File: config.mk
export PLATFORM = sky130hd
export DESIGN_NAME = alu_issue_ctrl
export DESIGN_NICKNAME = d
export VERILOG_FILES = /design/src/rtl/alu_pkg.sv /design/src/rtl/alu_res_fifo.sv /design/src/rtl/alu_issue_ctrl.sv
export SDC_FILE = /design/constraint.sdc
export NUM_CORES = 1
export LEC_CHECK = 0
export BUFFER_PORTS_ARGS = -buffer_cell sky130_fd_sc_hd__buf_2
export CELL_PAD_IN_SITES_DETAIL_PLACEMENT = 1
export CELL_PAD_IN_SITES_GLOBAL_PLACEMENT = 2
export CORE_AREA = 2 2 92 94
export CTS_BUF_LIST = sky130_fd_sc_hd__clkbuf_16
export CTS_CLUSTER_DIAMETER = 60
export DETAILED_ROUTE_END_ITERATION = 10
export DIE_AREA = 0 0 94 96
export GPL_TIMING_DRIVEN = 0
export PLACE_DENSITY = 0.71
export SLEW_MARGIN = 0
export SYNTH_ARGS = -nofsm -noshare
export SYNTH_HDL_FRONTEND = slang
export SYNTH_SLANG_ARGS = --single-unit
File: constraint.sdc
create_clock -name clk -period 3.8 [get_ports clk]
set_input_delay 0.19 -clock clk [delete_from_list [all_inputs] [get_ports clk]]
set_output_delay 0.19 -clock clk [all_outputs]
set_load 0.01 [all_outputs]
File: src/rtl/alu_pkg.sv
// Shared definitions for the ALU issue stage: ALU select codes, the
// opcode sync nibble and the issue FSM state encoding.
package alu_pkg;

  // ALU select codes driven on alu_s
  localparam logic [1:0] ALU_AND  = 2'd0;
  localparam logic [1:0] ALU_OR   = 2'd1;
  localparam logic [1:0] ALU_XOR  = 2'd2;
  localparam logic [1:0] ALU_NOTA = 2'd3;

  // Upper nibble every opcode byte must carry to be accepted
  localparam logic [3:0] SYNC_NIBBLE = 4'hA;

  typedef enum logic [2:0] {
    S_OP   = 3'd0,
    S_A    = 3'd1,
    S_B    = 3'd2,
    S_EXEC = 3'd3,
    S_CAP  = 3'd4
  } state_t;

endpackage

File: src/rtl/alu_res_fifo.sv
// Small synchronous FIFO holding captured ALU results ({cout, result}).
// Ports:
//   clk, rst_n      clock, async active-low reset (clears pointers and storage)
//   push, wdata     write request and data
//   pop             read request; head advances on the same edge
//   rdata           head entry (zero when empty after reset)
//   full, empty     occupancy flags
// A push while full is accepted when a pop happens on the same edge.
module alu_res_fifo #(
  parameter int W     = 9,
  parameter int DEPTH = 2
) (
  input  logic         clk,
  input  logic         rst_n,
  input  logic         push,
  input  logic [W-1:0] wdata,
  input  logic         pop,
  output logic [W-1:0] rdata,
  output logic         full,
  output logic         empty
);

  localparam int PW = $clog2(DEPTH);
  localparam int CW = PW + 1;

  logic [W-1:0]  mem [DEPTH];
  logic [PW-1:0] wr_ptr;
  logic [PW-1:0] rd_ptr;
  logic [CW-1:0] count;
  logic          do_push;
  logic          do_pop;

  assign full    = (count == CW'(DEPTH));
  assign empty   = (count == '0);
  assign do_pop  = pop && !empty;
  assign do_push = push && (!full || do_pop);
  assign rdata   = mem[rd_ptr];

  always_ff @(posedge clk or negedge rst_n) begin
    if (!rst_n) begin
      for (int i = 0; i < DEPTH; i++) mem[i] <= '0;
      wr_ptr <= '0;
      rd_ptr <= '0;
      count  <= '0;
    end else begin
      if (do_push) begin
        mem[wr_ptr] <= wdata;
        wr_ptr      <= wr_ptr + PW'(1);
      end
      if (do_pop) rd_ptr <= rd_ptr + PW'(1);
      case ({do_push, do_pop})
        2'b10:   count <= count + CW'(1);
        2'b01:   count <= count - CW'(1);
        default: count <= count;
      endcase
    end
  end

endmodule

File: src/rtl/alu_issue_ctrl.sv
// Issue stage for an external 8-bit logic ALU. Collects an
// (opcode, A, B) byte frame, drives the ALU inputs, waits SETTLE cycles
// and captures {alu_cout, alu_is} into a result FIFO.
// Ports:
//   clk, rst_n                       clock, async active-low reset
//   in_data/in_valid/in_ready        command byte stream
//   alu_a/alu_b/alu_s                registered ALU inputs
//   alu_is/alu_cout                  ALU result inputs
//   res_data/res_cout/res_valid/res_ready  result stream (FIFO head)
//   busy                             FSM away from S_OP
//   frame_err                        one-cycle pulse on a rejected opcode byte
//
// state  | meaning
// S_OP   | waiting for opcode byte (sync nibble checked)
// S_A    | waiting for operand A byte
// S_B    | waiting for operand B byte
// S_EXEC | ALU inputs settling, counter running down
// S_CAP  | capture result into FIFO, held while FIFO full
module alu_issue_ctrl
  import alu_pkg::*;
#(
  parameter int WIDTH      = 8,
  parameter int SETTLE     = 1,
  parameter int OBUF_DEPTH = 2
) (
  input  logic             clk,
  input  logic             rst_n,
  input  logic [WIDTH-1:0] in_data,
  input  logic             in_valid,
  output logic             in_ready,
  output logic [WIDTH-1:0] alu_a,
  output logic [WIDTH-1:0] alu_b,
  output logic [1:0]       alu_s,
  input  logic [WIDTH-1:0] alu_is,
  input  logic             alu_cout,
  output logic [WIDTH-1:0] res_data,
  output logic             res_cout,
  output logic             res_valid,
  input  logic             res_ready,
  output logic             busy,
  output logic             frame_err
);

  localparam logic [3:0] SETTLE_C = 4'(SETTLE);

  state_t       state;
  state_t       state_nxt;
  logic [3:0]   cnt;
  logic [3:0]   cnt_nxt;
  logic         load_s;
  logic         load_a;
  logic         load_b;
  logic         err_nxt;
  logic         accept;
  logic         push;
  logic         pop;
  logic         full;
  logic         empty;
  logic [WIDTH:0] fifo_rdata;

  assign in_ready  = (state == S_OP) || (state == S_A) || (state == S_B);
  assign accept    = in_valid && in_ready;
  assign busy      = (state != S_OP);
  assign res_valid = !empty;
  assign pop       = res_valid && res_ready;
  assign res_data  = fifo_rdata[WIDTH-1:0];
  assign res_cout  = fifo_rdata[WIDTH];

  always_ff @(posedge clk or negedge rst_n) begin
    if (!rst_n) begin
      state     <= S_OP;
      cnt       <= '0;
      frame_err <= 1'b0;
    end else begin
      state     <= state_nxt;
      cnt       <= cnt_nxt;
      frame_err <= err_nxt;
    end
  end

  always_comb begin
    state_nxt = state;
    cnt_nxt   = cnt;
    load_s    = 1'b0;
    load_a    = 1'b0;
    load_b    = 1'b0;
    err_nxt   = 1'b0;
    push      = 1'b0;
    case (state)
      S_OP: begin
        if (accept) begin
          if (in_data[7:4] == SYNC_NIBBLE) begin
            load_s    = 1'b1;
            state_nxt = S_A;
          end else begin
            err_nxt = 1'b1;
          end
        end
      end
      S_A: begin
        if (accept) begin
          load_a    = 1'b1;
          state_nxt = S_B;
        end
      end
      S_B: begin
        if (accept) begin
          load_b    = 1'b1;
          cnt_nxt   = SETTLE_C;
          state_nxt = S_EXEC;
        end
      end
      S_EXEC: begin
        // Leave on the edge where the counter hits zero; a zero count
        // (never loaded that way in normal use) also exits safely.
        if (cnt != 4'd0) cnt_nxt = cnt - 4'd1;
        if (cnt <= 4'd1) state_nxt = S_CAP;
      end
      S_CAP: begin
        // A pop on the same edge frees the slot, so capture completes even when full.
        if (!full || pop) begin
          push      = 1'b1;
          state_nxt = S_OP;
        end
      end
      default: state_nxt = S_OP;
    endcase
  end

  // Operand registers stay put until the next accepted opcode/operand byte.
  always_ff @(posedge clk or negedge rst_n) begin
    if (!rst_n) begin
      alu_a <= '0;
      alu_b <= '0;
      alu_s <= '0;
    end else begin
      if (load_s) alu_s <= in_data[1:0];
      if (load_a) alu_a <= in_data;
      if (load_b) alu_b <= in_data;
    end
  end

  alu_res_fifo #(
    .W     (WIDTH + 1),
    .DEPTH (OBUF_DEPTH)
  ) u_res_fifo (
    .clk   (clk),
    .rst_n (rst_n),
    .push  (push),
    .wdata ({alu_cout, alu_is}),
    .pop   (pop),
    .rdata (fifo_rdata),
    .full  (full),
    .empty (empty)
  );

endmodule

# Word level (Yosys, flattened, before mapping)
# Cells that the tools add are included.
# Widths: inputs -> output; s select.
# totals
register_bits,48
latchBits,0
ramBits,0
output_inout_bits,31
memories,0
romBits,0
# op_classes
n_bitwise,2
n_shift,0
n_mux,28
reduce_logical,19
eq_ne,15
n_div,0
n_addsub,5
magnitude_cmp,4
n_mul,0
# ops
cell,n
$mux 9,4
$bwmux 18,1
$mux 3,6
$pmux 3 s5,1
$ne 2x2->1 const B,6
$mux 1,11
$demux 9 s1,1
$mux 4,2
$pmux 4 s2,1
$eq 3x2->1 const B,2
$reduce_and 6->1,1
$logic_and 1x1->1,5
$eq 2x2->1 const B,2
$eq 4x4->1 const B,1
$ge 2x2->1 const B,2
$le 4x1->1 const B,1
$logic_or 1x1->1,4
$not 1->2,2
$pmux 2 s2,1
$reduce_bool 2->1,2
$reduce_bool 4->1,1
$sub 4x1->4 const B,1
$eq 3x1->1 const B,1
$eq 3x3->1 const B,1
other kinds (11),13

# Depth between registers and ports, before layout
# Gate-level depths: netlist (run 1).
# depth
word_depth,9
mapped_depth,7
depth_no_buf,6

# By module
# A second synthesis (run 1) with hierarchy kept.
# unflattened
hier_cells,183
area_unflattened_um2,2225.9
# by_module_without_submodules
mod,area_per_inst_um2,instances,cells_each
alu_issue_ctrl,1218.7,1,110
alu_res_fifo,1007.2,1,73

# Least setup slack after synthesis (run 1)
# OpenSTA, ideal clock, no wires.
# synth_path
path_type,flip-flop to flip-flop
startpoint,register state[1]
endpoint,register u_res_fifo.mem[10] (netlist name)
t_arrival_ps,1523
path_buffers,2
path_stages_with_launch,6
setup_time_ps,125
setup_slack_ps,2152
cell_sequence,dfrtp_1 -> buf_6 -> or3b_1 -> nor3b_2 -> buf_6 -> mux2_2
# synth_between
elab_chain_len,3
# synth_rtl
element,line_no,source
from (decl),alu_issue_ctrl.sv:46,state_t state;
from (signal assigned),alu_issue_ctrl.sv:75,state <= state_nxt;
$eq 3x3->1,alu_issue_ctrl.sv:89,case (state)
$mux 1,alu_issue_ctrl.sv:89,
$logic_and 1x1->1,alu_res_fifo.sv:36,assign do_push = push && (!full || do_pop);
"to (signal, indexed assignment)",alu_res_fifo.sv:47,mem[wr_ptr] <= wdata;
to (decl),alu_res_fifo.sv:26,logic [W-1:0] mem [DEPTH];
# No other way between the ends.
# A chain may end at the register's enable or synchronous reset.

# Worst setup path in the final report (run 1)
# layout_path
startpoint,register state[0]
endpoint,register alu_a[7]
# layout_between
elab_chain_len,6
# layout_rtl
element,line_no,source
$eq 3x1->1 or $logic_not 3->1 (tied branches),"alu_issue_ctrl.sv:61, alu_issue_ctrl.sv:89",
$logic_or 1x1->1 (2 in series),alu_issue_ctrl.sv:61,assign in_ready = (state == S_OP) || (state == S_A) || (state == S_B);
$logic_and 1x1->1,alu_issue_ctrl.sv:62,assign accept = in_valid && in_ready;
$mux 1,alu_issue_ctrl.sv:101,if (accept) begin
$mux 1 *,alu_issue_ctrl.sv:89,
to (signal assigned),alu_issue_ctrl.sv:138,if (load_a) alu_a <= in_data;
to (decl),alu_issue_ctrl.sv:31,"output logic [WIDTH-1:0] alu_a,"
# Every way passes the cells marked *; elsewhere a longest branch is shown, timed or not.

==> key figures, run 1 <==
Status
  • Result of the run: completed

STA
  • Worst clock skew: 0.00241 ns
  • Final cycle utilization of the critical path: 0.482
  • Crit path time final: 1.83 ns
  • Max-slew violation count: 0
  • Hold Violations, Final: 0
  • Setup repair after global routing missed its margin: false
  • Measured slew at the worst slew-check pin: 1.06 ns
  • Setup Total Neg Slack: 0 ns
  • Max-slew headroom: 0.290
  • Worst-case setup margin in the final layout: slightly below 2 ns
  • Total of endpoints with negative setup slack in the final report: 0
  • Fmax: about 0.55 GHz

Placement
  • Buffers added on ports: 51
  • Cell area reported after detailed placement: 2580 sq um
  • DP Wirelength: 3340 um
  • Final RePlAce weighted congestion: a little under 0.7
  • Setup WS pre-CTS: 1.96 ns

Yosys
  • Fraction of synthesized area in multiplexers: 0.246
  • Synthesized area per cell: 14.1 sq um
  • Share of synthesized cell area in full adder, half adder and majority cells: 0.0228
  • Synthesized Nets: 181
  • Synthesized netlist cell count: 156
  • Synthesized cell area: 2190 sq um
  • Combinational family with the most area after synthesis: multiplexers
  • Yosys warnings: 0
  • Count of different cell masters after synthesis: 35
  • Synthesized-area fraction occupied by ao, oa, aoi and oai cells: 0.0274
  • Synthesized-area fraction occupied by and/or/nand/nor cells: 0.108
  • Register bit count reported by yosys: 48
  • Area share of xor/xnor cells in the synthesized design: 0.0200
  • Sequential fraction of the synthesis area: 0.547

Power
  • Worst vdd ir: 0.000253 V
  • Power Density: 826 nW/um^2
  • Portion of total power attributed to sequential cells: 0.388
  • Switching power: 0.767 mW
  • Internal cell power: 1.48 mW
  • Fraction of power consumed by combinational cells: 0.419
  • Share of total power consumed by net switching: 0.341
  • Leakage component of the power: 1.26 nW
  • Clock network fraction of total power: 0.193

Finish
  • Multi-input gate area in the final layout: 931 sq um
  • Most common cell after layout, fill and taps aside: sky130_fd_sc_hd__buf_2
  • Commonest cells after routing, fill and taps aside: sky130_fd_sc_hd__buf_2 (53), sky130_fd_sc_hd__mux2_2 (48), sky130_fd_sc_hd__dfrtp_1 (48), sky130_fd_sc_hd__nor2_1 (6), sky130_fd_sc_hd__clkbuf_16 (5)
  • Post-layout util: 0.338
  • Fillers: approximately 890
  • FF+latch area: between 1000 and 1500 sq um
  • Post-route cell area: ~2700 sq um
  • Fraction of final layout cells with drive strength greater than 1: 0.553
  • Count of antenna diodes in the layout: 0
  • Number of nets at the end of the flow: 239
  • Synthesis-to-layout area growth: 24.1%

Route
  • Detailed-route vias per instance: approximately 4.5
  • Via total after detailed routing: roughly 1400
  • Initial DRC count: 22
  • Met3 Wirelength: 152 um
  • Wire length the detailed router placed on met1: roughly 2200 um
  • Routed wire length: 4630 um
  • Highest metal used: met4
  • DRC violation count after routing: 0
  • Residual antenna-violating net count after detailed routing: 0
  • Length of the first detailed-routing pass in iterations: 4
  • Post-detailed-route wirelength per cell: 14.5 um
  • Routed length on met2: 2160 um

Floorplanning
  • Core Rows: 33
  • Boundary pin count: 52
  • Initial core utilization: 0.273
  • Area of the placeable core: 8050 sq um
  • Width of the die: 94 um
  • Die boundary height: 96 um
  • Area enclosed by the die boundary: 9020 sq um

Clocking
  • Clk root buf: sky130_fd_sc_hd__clkbuf_16
  • Number of buffers added for setup after CTS: 0
  • Number of clock sinks: 48
  • CTS buffer count: 5
  • Hold bufs inserted after CTS: 0
  • CTS tree: done
  • Clock transition time at the flip-flop clock pins of the worst setup and hold paths: approximately 0.070 ns
  • Number of levels in the clock H-tree: 2
  • Quantity of gates resized following cts: 0
  • Clock Tree Buf Depth: 2
  • Insertion delay of the later-clocked pin in the worst-skew pair: 0.28 ns

Global route
  • First-pass GRT wire length: 7650 um
  • Global-route usage over all layers: 0.110
  • Maximum number of pins on one net before global-route repair: 49
  • Overflow after GRT: 0
  • Initial antenna violation count: 0
  • Vias in the first global route: 1457

Worst setup path
  • Critical Path Sink: alu_a[7]$_DFFE_PN0P_
  • Type of the setup path with the least slack: flop to flop
  • Critical Path Source Type: flop
  • Launching instance or port of the critical path: state[0]$_DFFE_PN0P_
  • Critical Path RT: 3.97 ns
  • Crit path arrival time: ~2.0 ns
  • Critical Path Sink Type: flop
  • Depth of the most critical reg-to-reg path: 4
  • Worst reg2reg startpoint: state[0]$_DFFE_PN0P_
  • Maximum net fanout on the critical path: 10
  • Worst reg2reg setup slack: approximately 2.0 ns
  • Reg-to-reg critical path endpoint: alu_a[7]$_DFFE_PN0P_

Run
  • Max-capacitance violation count: 0

Hold path
  • Path type of the worst min-delay path: primary input to asynchronous set/reset pin
worst min-delay path by stage:
stage / start / end
after floorplan: rst_n / alu_a[0]$_DFFE_PN0P_
after global placement: in_data[3] / alu_b[3]$_DFFE_PN0P_
after detailed placement: alu_is[3] / u_res_fifo.mem[3]$_DFFE_PN0P_
after CTS: rst_n / u_res_fifo.count[1]$_DFFE_PN0P_
after global routing: alu_is[1] / u_res_fifo.mem[10]$_DFFE_PN0P_
final: rst_n / u_res_fifo.mem[17]$_DFFE_PN0P_
metrics by stage:
step                hold slack (ns)  std cells  power (mW)
floorplan                    -0.106        156        1.51
global placement              0.437        312        1.82
detailed placement            0.442        312        1.85
CTS                           0.143        320        2.29
global route                  0.147        320        2.42
finish                       0.0947        320        2.25
cell usage after synthesis (all sizes together):
cell type / number / area (sq um)
and4bb: 2 / 25.0
xor2: 2 / 17.5
nor4: 2 / 12.5
nand3: 2 / 10.0
nor3b: 1 / 12.5
mux2: 48 / 541
o21ai: 1 / 5.00
xnor2: 3 / 26.3
o41ai: 1 / 8.76
or2: 1 / 6.26
ha: 4 / 50.1
o31ai: 2 / 15.0
or3: 3 / 18.8
nand4: 1 / 12.5
o22ai: 1 / 6.26
nand2: 2 / 7.51
clkbuf: 1 / 3.75
inv: 5 / 18.8
nand4b: 2 / 17.5
and2: 1 / 6.26
nor2: 6 / 22.5
buf: 5 / 40.0
or3b: 2 / 20.0
nor4bb: 2 / 20.0
dfrtp: 48 / 1200
o21bai: 1 / 7.51
nor4b: 2 / 32.5
a21oi: 2 / 10.0
nor2b: 2 / 12.5
a211oi: 1 / 7.51
sequential cells by signal (all words and copies together), names as in the netlist:
signal	count
alu_s	2
u_res_fifo.mem	18
frame_err	1
u_res_fifo.wr_ptr	1
state	3
cnt	4
alu_b	8
alu_a	8
u_res_fifo.count	2
u_res_fifo.rd_ptr	1
layout make-up:
| type | count | share of cell area |
|---|---|---|
| plain buffers | 6 | 0.0161 |
| well taps | 105 | 0.0482 |
| multi-input cells | 97 | 0.342 |
| clock inverters | 3 | 0.00643 |
| flip-flops and latches | 48 | 0.441 |
| repair buffers | 51 | 0.0937 |
| inverters | 5 | 0.00689 |
| clock buffers | 5 | 0.0459 |
logic make-up (layout without fill, tap and decap cells):
group,Yosys count,in the layout
XOR/XNOR,5,5
multiplexers,48,48
adder cells (fa/ha/maj),4,4
AND/OR/NAND/NOR,31,31
buffers and inverters,11,70
AO/OA/AOI/OAI,9,9
flip-flops,48,48
metal layers:
metal / global-route usage / up-vias
met3: 0.0235 / 7
met5: 0 / -
met1: 0.155 / 738
met2: 0.166 / 28
li1: - / 673
met4: 0.0399 / 0
power groups by stage:
stage	logic, mW	registers [mW]	clock network [mW]
floorplan	0.604	0.905	0
global placement	0.949	0.872	0
detailed placement	0.962	0.883	0
CTS	0.966	0.875	0.448
global route	1.04	0.908	0.468
finish	0.943	0.873	0.435
worst max-delay path, cell delays in order, from the launching register on:
cell and delay (ns):
sky130_fd_sc_hd__dfrtp_1 0.40, sky130_fd_sc_hd__buf_4 0.19, sky130_fd_sc_hd__inv_2 0.08, sky130_fd_sc_hd__nor4b_4 0.63, sky130_fd_sc_hd__mux2_2 0.41
(Power assumes the default switching activity.)
==> run 2: changes to the inputs <==
--- a/config.mk
+++ b/config.mk
@@ -5,16 +5,17 @@
 export SDC_FILE = /design/constraint.sdc
 export NUM_CORES = 1
 export LEC_CHECK = 0
+export ABC_AREA = 1
 export BUFFER_PORTS_ARGS = -buffer_cell sky130_fd_sc_hd__buf_2
 export CELL_PAD_IN_SITES_DETAIL_PLACEMENT = 1
 export CELL_PAD_IN_SITES_GLOBAL_PLACEMENT = 2
-export CORE_AREA = 2 2 92 94
+export CORE_AREA = 2 2 93 95
 export CTS_BUF_LIST = sky130_fd_sc_hd__clkbuf_16
 export CTS_CLUSTER_DIAMETER = 60
 export DETAILED_ROUTE_END_ITERATION = 10
-export DIE_AREA = 0 0 94 96
+export DIE_AREA = 0 0 95 97
 export GPL_TIMING_DRIVEN = 0
-export PLACE_DENSITY = 0.71
+export PLACE_DENSITY = 0.81
 export SLEW_MARGIN = 0
 export SYNTH_ARGS = -nofsm -noshare
 export SYNTH_HDL_FRONTEND = slang
==> constraint.sdc (replaced) <==
create_clock -name clk -period 1.6 [get_ports clk]
set_input_delay 0.08 -clock clk [delete_from_list [all_inputs] [get_ports clk]]
set_output_delay 0.08 -clock clk [all_outputs]
set_load 0.01 [all_outputs]
==> run 2 against run 1 <==
The run now ends with hold timing left. Sequential share of layout area decreased by 1.6 points. Critical endpoint is now u_res_fifo.count[1]$_DFFE_PN0P_. Register-to-register slack worse by 1.9 ns. Die area up 2.1%. Combinational power rose to 2.6 times the previous value. Count of clock-buffer cells in the layout unchanged. Maximum frequency up 20%. Cell area up 3.9%. Largest cell class unchanged. First-iteration DRC count up 120%. Sequential power rose by 140%.
==> key figures, run 2 <==
Status
  • Result of the run: finished with violations
  • Violations in the final reports: hold timing

Floorplanning
  • Width of the die: 95 um (+1.1%)
  • Area enclosed by the die boundary: 9220 sq um (+2.1%)
  • Area of the placeable core: 8130 sq um (+1.0%)
  • Boundary pin count: 52 (unchanged)
  • Initial core utilization: 0.274 (+0.00139)
  • Core Rows: 33 (unchanged)
  • Die boundary height: 97 um (+1.0%)

Yosys
  • Synthesized cell area: 2230 sq um (+1.5%)
  • Leading post-synthesis cells by cell area: sky130_fd_sc_hd__dfrtp_1 (54%), sky130_fd_sc_hd__nand2_1 (13%), sky130_fd_sc_hd__o21ai_0 (6.3%), sky130_fd_sc_hd__inv_1 (5.1%), sky130_fd_sc_hd__o21ai_1 (3.8%)
  • Count of different cell masters after synthesis: 25 (-29%)
  • Cell with the most instances after synthesis: sky130_fd_sc_hd__nand2_1
  • Most instantiated cells after synthesis: sky130_fd_sc_hd__nand2_1 (80), sky130_fd_sc_hd__dfrtp_1 (48), sky130_fd_sc_hd__inv_1 (30), sky130_fd_sc_hd__o21ai_0 (28), sky130_fd_sc_hd__o21ai_1 (17)
  • Synthesized area per cell: 8.47 sq um (-40%)
  • Synthesized Nets: 288 (+59%)
  • Commonest register cell after synthesis: sky130_fd_sc_hd__dfrtp_1
  • Synthesized netlist cell count: 263 (+69%)
  • Async set-or-reset flop fraction in the synthesized netlist: 1.00 (unchanged)
  • Post-synth EDFFs: 0 (unchanged)
  • Largest area contributor in the netlist: sky130_fd_sc_hd__dfrtp_1
  • Sequential fraction of the synthesis area: 0.539 (-0.00830)
  • Register bit count reported by yosys: 48 (unchanged)
  • Area share of the largest cell type after synthesis: 0.539 (-0.00830)
  • Yosys warnings: 0 (unchanged)

Power
  • Portion of total power attributed to sequential cells: 0.376 (-0.012)
  • Power Density: 1950 nW/um^2 (+140%)
  • Clock network fraction of total power: 0.183 (-0.010)
  • Share of total power consumed by net switching: 0.405 (+0.0641)
  • Worst vdd ir: 0.000508 V (+100%)
  • Fraction of power consumed by combinational cells: 0.442 (+0.023)
  • Internal cell power: 3.29 mW (+120%)
  • Switching power: 2.23 mW (+190%)
  • Leakage component of the power: 1.49 nW (+19%)
  • Total chip power: 5.52 mW (+150%)

Route
  • Detailed-route vias per instance: 4.41 (-2.5%)
  • DRC violation count after routing: 0 (unchanged)
  • Wire length the detailed router placed on met1: 2580 um (+16%)
  • Met3 Wirelength: 189 um (+24%)
  • Residual antenna-violating net count after detailed routing: 0 (unchanged)
  • Post-detailed-route wirelength per cell: 12.7 um (-12%)
  • Highest metal used: met4
  • Length of the first detailed-routing pass in iterations: 4 (unchanged)
  • Routed length on met2: 2660 um (+23%)
  • Routed wire length: 5510 um (+19%)
  • Via total after detailed routing: 1903 (+32%)
  • Initial DRC count: 48 (+120%)

Worst setup path
  • Critical Path RT: 1.77 ns (-2.20 ns)
  • Critical Path Sink Type: flop
  • Maximum net fanout on the critical path: 7 (-3)
  • Critical Path Source Type: flop
  • Type of the setup path with the least slack: flop to flop
  • Crit path arrival time: 1.70 ns (-0.30 ns)

Finish
  • Synthesis-to-layout area growth: 27.0%
  • Number of nets at the end of the flow: 351 (+47%)
  • Fillers: 994 (+11%)
  • Commonest cells after routing, fill and taps aside: sky130_fd_sc_hd__nand2_1 (80), sky130_fd_sc_hd__buf_2 (52), sky130_fd_sc_hd__dfrtp_1 (47), sky130_fd_sc_hd__inv_1 (28), sky130_fd_sc_hd__o21ai_0 (26)
  • Most common cell after layout, fill and taps aside: sky130_fd_sc_hd__nand2_1
  • Fraction of final layout cells with drive strength greater than 1: 0.272 (-0.281)
  • Count of antenna diodes in the layout: 0 (unchanged)
  • Top flop regs: u_res_fifo.mem x18, alu_a x8, alu_b x8
  • Register ranked first by flip-flop count: u_res_fifo.mem
  • Post-Layout Cell Count: 432 (+35%)
  • Max FFs per register: 18 (unchanged)

Placement
  • Setup WS pre-CTS: -0.132 ns (-2.09 ns)
  • DP Wirelength: 4070 um (+22%)
  • Final RePlAce weighted congestion: 0.736 (+7.7%)
  • Cells after DPL: 419 (+34%)
  • Buffers added on ports: 51 (unchanged)

Global route
  • Vias in the first global route: 1962 (+35%)
  • Initial antenna violation count: 0 (unchanged)
  • Maximum number of pins on one net before global-route repair: 49 (unchanged)
  • Global-route usage over all layers: 0.126 (+0.0165)
  • Overflow after GRT: 0 (unchanged)
  • First-pass GRT wire length: 9180 um (+20%)

Clocking
  • Insertion delay of the later-clocked pin in the worst-skew pair: 0.28 ns (about the same)
  • Clock Tree Buf Depth: 2 (unchanged)
  • CTS tree: done
  • CTS buffer count: 5 (unchanged)
  • Clock transition time at the flip-flop clock pins of the worst setup and hold paths: 0.06 ns (about the same)
  • Clk root buf: sky130_fd_sc_hd__clkbuf_16
  • Number of levels in the clock H-tree: 2 (unchanged)
  • Number of clock sinks: 48 (unchanged)
  • Hold bufs inserted after CTS: 0 (unchanged)

STA
  • Hold slack final: -0.0182 ns (-0.113 ns)
  • Total of endpoints with negative setup slack in the final report: 0 (unchanged)
  • Final cycle utilization of the critical path: 0.957 (+0.475)
  • Worst-case setup margin in the final layout: 0.0691 ns (-1.90 ns)
  • Hold Violations, Final: 14 (+14)
  • Fmax: 0.653 GHz (+20%)
  • Max-slew violation count: 0 (unchanged)
  • Crit path time final: 1.53 ns (-0.301 ns)
  • Measured slew at the worst slew-check pin: 1.06 ns (-0.00159 ns)
  • Max-slew headroom: 0.291 (+0.00106)
  • Setup repair after global routing missed its margin: false
  • Worst clock skew: 0.00378 ns (+0.00138 ns)

Run
  • Max-capacitance violation count: 0 (unchanged)

Hold path
  • Path type of the worst min-delay path: primary input to asynchronous set/reset pin
==> run 2: changes by cell type after synthesis, sizes merged, moves of 3 or more <==
cell | previous run | this run
nand2 | 2 | 84
mux2 | 48 | 0
o21ai | 1 | 46
inv | 5 | 33
nor2 | 6 | 21
nand3 | 2 | 6
a21oi | 2 | 5
or3 | 3 | 0
==> run 2: cell type report <==
type	count	area [sq um]	area share
Inverter	33	124	0.0438
Sequential cell	48	1200	0.425
Buffer	4	32.5	0.0115
Clock buffer	5	125	0.0442
Tap cell	105	131	0.0464
Clock inverter	3	15.0	0.00531
Timing Repair Buffer	58	308	0.109
Multi-Input combinational cell	176	892	0.315
==> run 2: what timing repair did <==
| item | CTS | global route |
|---|---|---|
| pin swaps | 1 | 3 |
| buffers inserted | 4 | 3 |
| setup endpoints to repair | 10 | 13 |
| hold endpoints to repair | 0 | 0 |
| gates resized for setup | 3 | 6 |
==> run 2: path summary, 6_finish.rpt <==
check,cells after the start,end,startpoint,slack (ns)
max in group asynchronous,1,u_res_fifo.rd_ptr$_DFFE_PN0P_,rst_n,0.89
min in group clk,2,frame_err$_DFF_PN0_,in_data[5],0.01
worst max register to register,8,u_res_fifo.count[1]$_DFFE_PN0P_,state[0]$_DFFE_PN0P_,0.07
worst min-delay path,1,state[1]$_DFFE_PN0P_,rst_n,-0.02
worst min register to register,2,alu_a[6]$_DFFE_PN0P_,alu_a[6]$_DFFE_PN0P_,0.49
worst max-delay path,8,u_res_fifo.count[1]$_DFFE_PN0P_,state[0]$_DFFE_PN0P_,0.07
==> run 2: critical path: stages, from the launching register on <==
cell	delay, ns
sky130_fd_sc_hd__dfrtp_1	0.40
sky130_fd_sc_hd__inv_2	0.08
sky130_fd_sc_hd__nand2_2	0.07
sky130_fd_sc_hd__nor2_4	0.19
sky130_fd_sc_hd__nand2_8	0.11
sky130_fd_sc_hd__ha_4	0.23
sky130_fd_sc_hd__a21oi_1	0.11
sky130_fd_sc_hd__o21ai_1	0.09
sky130_fd_sc_hd__xor2_1	0.14
==> run 2: per-stage QoR <==
| step | util | cell area, sq um | hold WS, ns | setup TNS (ns) |
|---|---|---|---|---|
| global route | 0.348 | 2830 | 0.0104 | 0 |
| CTS | 0.343 | 2790 | 0.00493 | 0 |
| finish | 0.348 | 2830 | -0.0182 | 0 |
| floorplan | - | 2250 | -0.216 | 0 |
| detailed placement | 0.324 | 2630 | 0.306 | -0.218 |
| global placement | 0.324 | 2630 | 0.302 | -0.108 |
==> run 2: power groups by stage <==
stage	Sequential [mW]	Clock [mW]	Combinational, mW
global placement	2.05	0	2.34
global route	2.14	1.09	2.79
CTS	2.08	1.03	2.47
detailed placement	2.07	0	2.41
finish	2.07	1.01	2.44
floorplan	2.11	0	1.46
==> run 2: cells by family (layout without fill, tap and decap cells) <==
logic type	count (synthesis)	in the layout	synth area share
simple gates	113	113	0.220
compound gates	54	54	0.126
flops	48	48	0.539
buf+inv	39	103	0.0736
xor+xnor	5	5	0.0197
fa+ha+maj	4	4	0.0225
==> run 2: per-layer routing <==
metal | track usage | up-vias
met5 | 0 | -
met4 | 0.0401 | 0
met3 | 0.0257 | 5
met2 | 0.211 | 32
met1 | 0.162 | 919
li1 | - | 947
